### config.mk
export PLATFORM = sky130hd
export DESIGN_NAME = sweep_timer
export DESIGN_NICKNAME = d
export VERILOG_FILES = /design/src/rtl/logic_sweep_checker_timer.sv
export SDC_FILE = /design/constraint.sdc
export NUM_CORES = 1
export LEC_CHECK = 0
export ABC_AREA = 1
export CAP_MARGIN = 30
export CORE_AREA = 8 8 45 47
export DETAILED_ROUTE_END_ITERATION = 8
export DIE_AREA = 0 0 53 55
export PLACE_DENSITY = 0.3
export RECOVER_POWER = 100
export REMOVE_ABC_BUFFERS = 1
export SYNTH_ARGS = -nofsm -noshare
export SYNTH_HDL_FRONTEND = slang
export SYNTH_SLANG_ARGS = --single-unit
### constraint.sdc
create_clock -name clk -period 2.5 [get_ports clk]
set_input_delay 0.5 -clock clk [delete_from_list [all_inputs] [get_ports clk]]
set_output_delay 0.5 -clock clk [all_outputs]
set_load 0.05 [all_outputs]
### src/rtl/logic_sweep_checker_timer.sv
// Loadable down-counter with zero flag; paces the settle wait of each vector.
module sweep_timer #(
    parameter int W = 2
) (
    input  logic         clk,
    input  logic         rst_n,
    input  logic         load,
    input  logic [W-1:0] load_val,
    input  logic         dec,
    output logic         zero
);

    logic [W-1:0] cnt;

    always_ff @(posedge clk or negedge rst_n) begin
        if (!rst_n) begin
            cnt <= '0;
        end else if (load) begin
            cnt <= load_val;
        end else if (dec && (cnt != '0)) begin
            cnt <= cnt - W'(1);
        end
    end

    assign zero = (cnt == '0);

endmodule

==> metrics, run 1 <==
Yosys warnings=0; most frequent cells in the layout=nand2_1, inv_1, clkbuf_4, clkdlybuf4s50_1, dlygate4sd3_1; pre-CTS setup slack=0.582 ns; largest net degree at the start of global routing=6; Slew @ Worst Pin=~0.51 ns; setup bufs post-CTS=0; Switch Pwr=0.0626 mW; Max Freq=454 MHz; Sum Neg Setup Slack=0 ns; Slew Limit Fails=0; final WL=about 380 µm; max FFs per register=2; synthesized flop and latch total=2; Syn Area/Cell=about 6.7 µm²; top flop regs=cnt: 2 flops; Ports=7; htree depth=1; xor/xnor share of the synthesized area=0; outcome=completed; Num CTS Buffers=3; compound-cell area share of the yosys netlist=0.0784; Die ar.=2920 µm²; PnR worst setup slack=0.297 ns; Netlist cell types=7; gr ovfl total=0; worst setup path class=reg -> out; Seq pwr share=0.252; skew final=0.00328 ns; Placer Congestion=0.574; Clock Sinks=2; cell count after synthesis=19; initial antenna violation count=0; worst-path fanout max=3; die width=around 53 µm; first-pass GRT wire length=around 680 µm; Max-Cap Viols=0; Tot Pwr=0.182 mW; fin util=0.166; core area=1380 µm²; Worst-Skew Late Latency=roughly 0.22 ns; FP Rows=14; final antenna-violating net count=0; RSZ-0062 raised after global routing=false; vias in the first global route=169; number of diodes=0; post-synthesis sequential area ratio=0.392; Post-Synth Adder-Cell Area=0.0980; router iterations before antenna repair=4; final number of setup-violating endpoints=0; layout cells sized above 1=0.143; Pwr Density=789 nW/µm²; Clock Power Share=0.385; combinational share of power=0.363; post-synthesis mux area share=0; final period utilization=0.881; Req. time, crit path=~2.0 ns; clock tree buffer depth=2; Via density=3.34; final hold viol count=0; Hold/Removal Path Class=in -> async; cts repair resizes=0; maximum VDD drop=0.000195 V; GRT Overall Usage=0.0350; die height=55 µm; DR iter-0 viols=6; synthesized cell area=128 µm²; largest family of logic cells by synthesized area=simple AND/OR/NAND/NOR gates; CTS tree=done; Worst-path clk slew=0.03 ns; arrival time at the worst endpoint=~1.7 ns; Leakage=0.117 nW; clock root buffer=clkbuf_4; Net Sw Frac=0.344; total number of vias=147; area grow syn2layout=80.4%; Worst setup SP type=flop; Starting Density=0.0922; WL per Instance=8.57 µm; # hold bufs at CTS=0; Tmin final=2.20 ns; fill cell count=around 150; flop2flop setup slack=1.44 ns; largest reg by FF count=cnt; drt drc=0; Rel. slew slack=0.661; Total Nets Final=37; Critical Path End Type=primary output; most common cell after layout, fill and taps aside=nand2_1; Pint=0.119 mW; Simple-Gate Fraction of Synth Area=0.314; Port Buffer Count=6
-- cell usage after synthesis --
| cell | number | area share |
|---|---|---|
| nand2_1 | 8 | 0.24 |
| o21ai_0 | 2 | 0.078 |
| inv_1 | 3 | 0.088 |
| nand3_1 | 2 | 0.078 |
| ha_1 | 1 | 0.098 |
| inv_2 | 1 | 0.029 |
| dfrtp_1 | 2 | 0.39 |
-- stage by stage --
step	hold slack (ns)	cell area, µm²	instances
after floorplan	0.204	128	19
after detailed placement	0.506	208	41
after global routing	0.508	230	44
after global placement	0.513	208	41
final	0.510	230	44
after CTS	0.433	230	44
-- layout make-up --
class	instances	area, µm²	area share
Multi-Input combinational cell	13	62.6	0.272
Clock buffer	3	22.5	0.0978
Inverter	4	15.0	0.0652
Timing Repair Buffer	6	60.1	0.261
Tap cell	16	20.0	0.0870
Sequential cell	2	50.0	0.217
-- per-layer routing --
layer | track usage | up-vias | part of all wire
met4 | 0.0517 | 0 | 0.016
met3 | 0.0321 | 2 | 0.16
met1 | 0.0319 | 61 | 0.45
met5 | 0 | - | 0
met2 | 0.0371 | 7 | 0.37
li1 | - | 77 | -
-- power groups by stage --
stage	Combinational (mW)	Clock [mW]	Sequential, mW
after floorplan	0.0464	0	0.0449
after global placement	0.0691	0	0.0457
after detailed placement	0.0700	0	0.0462
after CTS	0.0702	0.0755	0.0458
after global routing	0.0752	0.0784	0.0466
final	0.0659	0.0699	0.0458
-- path summary, 6_finish.rpt --
| path | from | to | cells past startpoint |
|---|---|---|---|
| max in group asynchronous | rst_n | cnt[1] | 1 |
| max reg2reg | cnt[0] | cnt[1] | 5 |
| max | cnt[0] | zero | 3 |
| min in group clk | cnt[1] | cnt[1] | 2 |
| min reg2reg | cnt[1] | cnt[1] | 2 |
| min | rst_n | cnt[0] | 1 |
-- critical path: stages (launching register included) --
cell and delay [ns]:
dfrtp_1 0.38, inv_1 0.07, ha_1 0.16, dlygate4sd3_1 0.88
-- cell families after synthesis --
logic type | after synthesis
AO/OA/AOI/OAI | 2
adder cells (fa/ha/maj) | 1
buffers and inverters | 4
AND/OR/NAND/NOR | 10
flip-flops | 2
(Power assumes the default switching activity.)
==> inputs of run 2 (changes only) <==
GPL_TIMING_DRIVEN = 0   (was unset)
==> run 2 against run 1 <==
Against the previous run:
- sequential share of layout area unchanged
- core utilization unchanged
- hold slack got worse by 0.00087 ns
- critical path type unchanged
- largest power group unchanged
- combinational power decreased by 3.5%
- critical path depth unchanged
- global-route usage decreased by 0.27 points
- wire length decreased by 6.4%
==> metrics, run 2 (synthesis gave the netlist of run 1 again) <==
DR iter-0 viols=0 (was 6); Rel. slew slack=0.665 (was 0.661); htree depth=1 (unchanged); Worst-Skew Late Latency=0.22 ns (about the same); slowest CP cell=dlygate4sd3_1 (unchanged); Total Nets Final=37 (unchanged); # hold bufs at CTS=0 (unchanged); RSZ-0062 raised after global routing=false (unchanged); Leakage=0.118 nW (was 0.117 nW); worst stage delay on the critical path=0.87 ns (was 0.88 ns); final period utilization=0.876 (was 0.881); FP Rows=14 (unchanged); WP buf/inv=2 (unchanged); Tot Pwr=0.181 mW (was 0.182 mW); Top delay family on crit path=buffers and inverters (unchanged); router iterations before antenna repair=1 (was 4); GRT Overall Usage=0.0322 (was 0.0350); area grow syn2layout=80.4% (unchanged); clock root buffer=clkbuf_4 (unchanged); maximum VDD drop=0.000259 V (was 0.000195 V); grt met3 use=0.0348 (was 0.0321); gr ovfl total=0 (unchanged); arrival time at the worst endpoint=1.69 ns (was 1.70 ns); core area=1380 µm² (unchanged); Max Freq=456 MHz (was 454 MHz); Req. time, crit path=2.00 ns (about the same); WL per Instance=8.02 µm (was 8.57 µm); Register-to-Register Path Depth=5 (unchanged); setup bufs post-CTS=0 (unchanged); Hold/Removal Path Class=in -> async (unchanged); placed wire-length estimate=268 µm; Slew Limit Fails=0 (unchanged); largest net degree at the start of global routing=6 (unchanged); Num CTS Buffers=3 (unchanged); Max-Cap Viols=0 (unchanged); total number of vias=139 (was 147); final hold viol count=0 (unchanged); CP Depth=3 (unchanged); worst setup path class=reg -> out (unchanged); final antenna-violating net count=0 (unchanged); most frequent cells in the layout=nand2_1, inv_1, clkbuf_4, clkdlybuf4s50_1, dlygate4sd3_1 (unchanged); Port Buffer Count=6 (unchanged); most common cell after layout, fill and taps aside=nand2_1 (unchanged); final WL=353 µm (was 377 µm); die height=55 µm (unchanged); final number of setup-violating endpoints=0 (unchanged); top flop regs=cnt: 2 flops (unchanged); CTS tree=done (unchanged); Slew @ Worst Pin=0.501 ns (was 0.507 ns); initial antenna violation count=0 (unchanged); vias in the first global route=169 (unchanged); max FFs per register=2 (unchanged); met1 Resource Use GR=0.0274 (was 0.0319); skew final=0.00425 ns (was 0.00328 ns); cts repair resizes=0 (unchanged); busiest grt layer=met4 (unchanged); Ports=7 (unchanged); Placer Congestion=0.586 (was 0.574); Clock Sinks=2 (unchanged); met2 usage=0.0371 (unchanged); layout cells sized above 1=0.107 (was 0.143); clock tree buffer depth=2 (unchanged); Pwr Density=787 nW/µm² (was 789 nW/µm²); drt drc=0 (unchanged); Worst setup SP type=flop (unchanged); Via density=3.16 (was 3.34); Starting Density=0.0922 (unchanged); largest reg by FF count=cnt (unchanged); worst-path fanout max=3 (unchanged); Worst-path clk slew=0.03 ns (about the same); Critical Path End Type=primary output (unchanged); Sum Neg Setup Slack=0 ns (unchanged); Tmin final=2.19 ns (was 2.20 ns); outcome=completed (unchanged); number of diodes=0 (unchanged); critical-path cell list=inv_1 -> ha_1 -> dlygate4sd3_1 (unchanged); Die ar.=2920 µm² (unchanged); first-pass GRT wire length=614 µm (was 683 µm); die width=53 µm (unchanged)
-- run 2: cell counts in the layout (fill, tap and decap cells not counted) --
Identical to the previous run, type by type.
-- run 2: report_power, final --
part	switching, mW	internal (mW)
Combinational	0.0393	0.0243
Clock	0.0185	0.0530
Sequential	0.00514	0.0409
Total	0.0629	0.118
-- run 2: through the flow --
step	cells	utilization	hold slack (ns)	cell area [µm²]	setup WS [ns]
2_1_floorplan	19	-	0.204	128	1.12
3_3_place_gp	41	0.150	0.509	208	0.603
3_5_place_dp	41	0.150	0.515	208	0.603
4_1_cts	44	0.166	0.431	230	0.356
5_1_grt	44	0.166	0.508	230	0.222
6_report	44	0.166	0.509	230	0.309
-- run 2: worst paths after layout --
kind                        start      to  slack (ns)
max in group asynchronous   rst_n  cnt[1]        1.86
min in group clk           cnt[1]  cnt[1]        0.53
min reg2reg                cnt[1]  cnt[1]        0.53
min                         rst_n  cnt[0]        0.51
max                        cnt[0]    zero        0.31
max reg2reg                cnt[0]  cnt[1]        1.44
-- run 2: cell type report --
class                   instances  area [µm²]
well taps                      16        20.0
inverters                       4        15.0
flip-flops and latches          2        50.0
multi-input cells              13        62.6
clock buffers                   3        22.5
fillers                       155        1150
repair buffers                  6        60.1
-- run 2: per-layer routing --
metal	part of all wire	up-vias
met5	0	-
met4	0	0
met3	0.20	0
met2	0.27	7
met1	0.52	56
li1	-	76
==> inputs of run 3 (changes only) <==
--- a/config.mk
+++ b/config.mk
@@ -12,5 +12,4 @@
 export DIE_AREA = 0 0 53 55
 export GPL_TIMING_DRIVEN = 0
-export PLACE_DENSITY = 0.3
 export RECOVER_POWER = 100
 export REMOVE_ABC_BUFFERS = 1
==> constraint.sdc (replaced) <==
create_clock -name clk -period 2.5 [get_ports clk]
set_input_delay 0.5 -clock clk [delete_from_list [all_inputs] [get_ports clk]]
set_output_delay 0.5 -clock clk [all_outputs]
set_load 0.01 [all_outputs]
==> run 3 against run 2 <==
Against the previous run:
- sequential power fell by 2%
- critical path type unchanged
- register-to-register slack gained 0.03 ns
- power is 9.1% lower
- sequential share of layout area stayed put
==> metrics, run 3 (synthesis gave the netlist of run 1 again) <==
outcome=completed (unchanged); largest net degree at the start of global routing=6 (unchanged); most common cell after layout, fill and taps aside=nand2_1 (unchanged); worst setup path class=reg -> out (unchanged); Req. time, crit path=2.00 ns (about the same); min-delay src=cnt[1]; met1 Resource Use GR=0.0243 (was 0.0274); router iterations before antenna repair=2 (was 1); maximum VDD drop=0.000121 V (was 0.000259 V); final hold viol count=0 (unchanged); Via density=3.27 (was 3.16); placed instance area=208 µm² (unchanged); Placer Congestion=0.626 (was 0.586); initial antenna violation count=0 (unchanged); core area=1380 µm² (unchanged); clock tree buffer depth=2 (unchanged); flop2flop setup slack=1.47 ns (was 1.44 ns); post-route insts no fill=44 (unchanged); Critical Path End Type=primary output (unchanged); final antenna-violating net count=0 (unchanged); Clock Sinks=2 (unchanged); Sum Neg Setup Slack=0 ns (unchanged); htree depth=1 (unchanged); largest reg by FF count=cnt (unchanged); Num CTS Buffers=3 (unchanged); fill cell count=159 (was 155); final number of setup-violating endpoints=0 (unchanged); area grow syn2layout=80.4% (unchanged); RSZ-0062 raised after global routing=false (unchanged); placed insts=41 (unchanged); Port Buffer Count=6 (unchanged); GRT Overall Usage=0.0301 (was 0.0322); skew final=0.000272 ns (was 0.00425 ns); Slew @ Worst Pin=0.170 ns (was 0.501 ns); Critical R2R Capture=cnt[1] (unchanged); setup bufs post-CTS=0 (unchanged); fin util=0.166 (unchanged); fin area=230 µm² (unchanged); grt met3 use=0.0214 (was 0.0348); met2 usage=0.0371 (unchanged); placed wire-length estimate=264 µm (was 268 µm); first-pass GRT wire length=558 µm (was 614 µm); top flop regs=cnt: 2 flops (unchanged); vias in the first global route=160 (was 169); layout cells sized above 1=0.143 (was 0.107); Leakage=0.117 nW (was 0.118 nW); Max Freq=521 MHz (was 456 MHz); Rel. slew slack=0.886 (was 0.665); Worst-path clk slew=0.03 ns (about the same); Die ar.=2920 µm² (unchanged); Ports=7 (unchanged); worst-path fanout max=3 (unchanged); Hold Path End=cnt[1]; r2r startpoint=cnt[0] (unchanged); Slew Limit Fails=0 (unchanged); number of diodes=0 (unchanged); Starting Density=0.0922 (unchanged); max FFs per register=2 (unchanged); Hold/Removal Path Class=reg -> reg (was in -> async); # hold bufs at CTS=0 (unchanged); Pwr Density=715 nW/µm² (was 787 nW/µm²); DR iter-0 viols=1 (was 0); WL per Instance=7.50 µm (was 8.02 µm); final WL=330 µm (was 353 µm); Tmin final=1.92 ns (was 2.19 ns); CTS tree=done (unchanged); total number of vias=144 (was 139); Max-Cap Viols=0 (unchanged); Worst-Skew Late Latency=0.22 ns (about the same); clock root buffer=clkbuf_4 (unchanged); Worst setup SP type=flop (unchanged); gr ovfl total=0 (unchanged); arrival time at the worst endpoint=1.42 ns (was 1.69 ns); Hold Path Cell Cnt=2; busiest grt layer=met4 (unchanged); drt drc=0 (unchanged); Register-to-Register Path Depth=5 (unchanged); die height=55 µm (unchanged); die width=53 µm (unchanged); cts repair resizes=0 (unchanged); Total Nets Final=37 (unchanged); most frequent cells in the layout=nand2_1, inv_1, clkbuf_4, clkdlybuf4s50_1, dlygate4sd3_1 (unchanged); final period utilization=0.767 (was 0.876); FP Rows=14 (unchanged)
[run 3: cell counts in the layout (fill, tap and decap cells not counted)]
No cell type changed its count.
[run 3: area by class of cell]
class / instances / area, µm² / share of cell area
Clock buffer: 3 / 22.5 / 0.0978
Multi-Input combinational cell: 13 / 62.6 / 0.272
Inverter: 4 / 15.0 / 0.0652
Sequential cell: 2 / 50.0 / 0.217
Tap cell: 16 / 20.0 / 0.0870
Timing Repair Buffer: 6 / 60.1 / 0.261
[run 3: how the worst max path moves through the flow]
stage	endpoint	cells after the start	startpoint	slack, ns
after floorplan	zero	2	cnt[0]	1.39
after global placement	zero	3	cnt[0]	0.87
after detailed placement	zero	3	cnt[0]	0.87
after CTS	zero	3	cnt[0]	0.63
after global routing	zero	3	cnt[0]	0.52
final	zero	3	cnt[0]	0.58
[run 3: critical path: stages (launching register included)]
cell and delay, ns:
dfrtp_1 0.35, inv_1 0.05, ha_1 0.20, dlygate4sd3_1 0.60
[run 3: per-layer routing]
layer | vias to the layer above | wire, µm | share of wire
li1 | 76 | - | -
met1 | 63 | 124 | 0.38
met2 | 5 | 148 | 0.45
met3 | 0 | 56 | 0.17
met4 | 0 | 0 | 0
met5 | - | 0 | 0
[run 3: report_power, final]
| part | internal (mW) | switching (mW) | leakage [nW] |
|---|---|---|---|
| registers | 0.0409 | 0.00439 | 0.0244 |
| logic | 0.0250 | 0.0246 | 0.0787 |
| clock network | 0.0528 | 0.0169 | 0.0138 |
[run 3: metrics by stage]
stage / setup slack (ns) / hold WS, ns / total power, mW
3_3_place_gp: 0.874 / 0.507 / 0.0980
5_1_grt: 0.520 / 0.515 / 0.182
3_5_place_dp: 0.867 / 0.512 / 0.0990
4_1_cts: 0.626 / 0.437 / 0.176
2_1_floorplan: 1.39 / 0.204 / 0.0742
6_report: 0.582 / 0.511 / 0.165
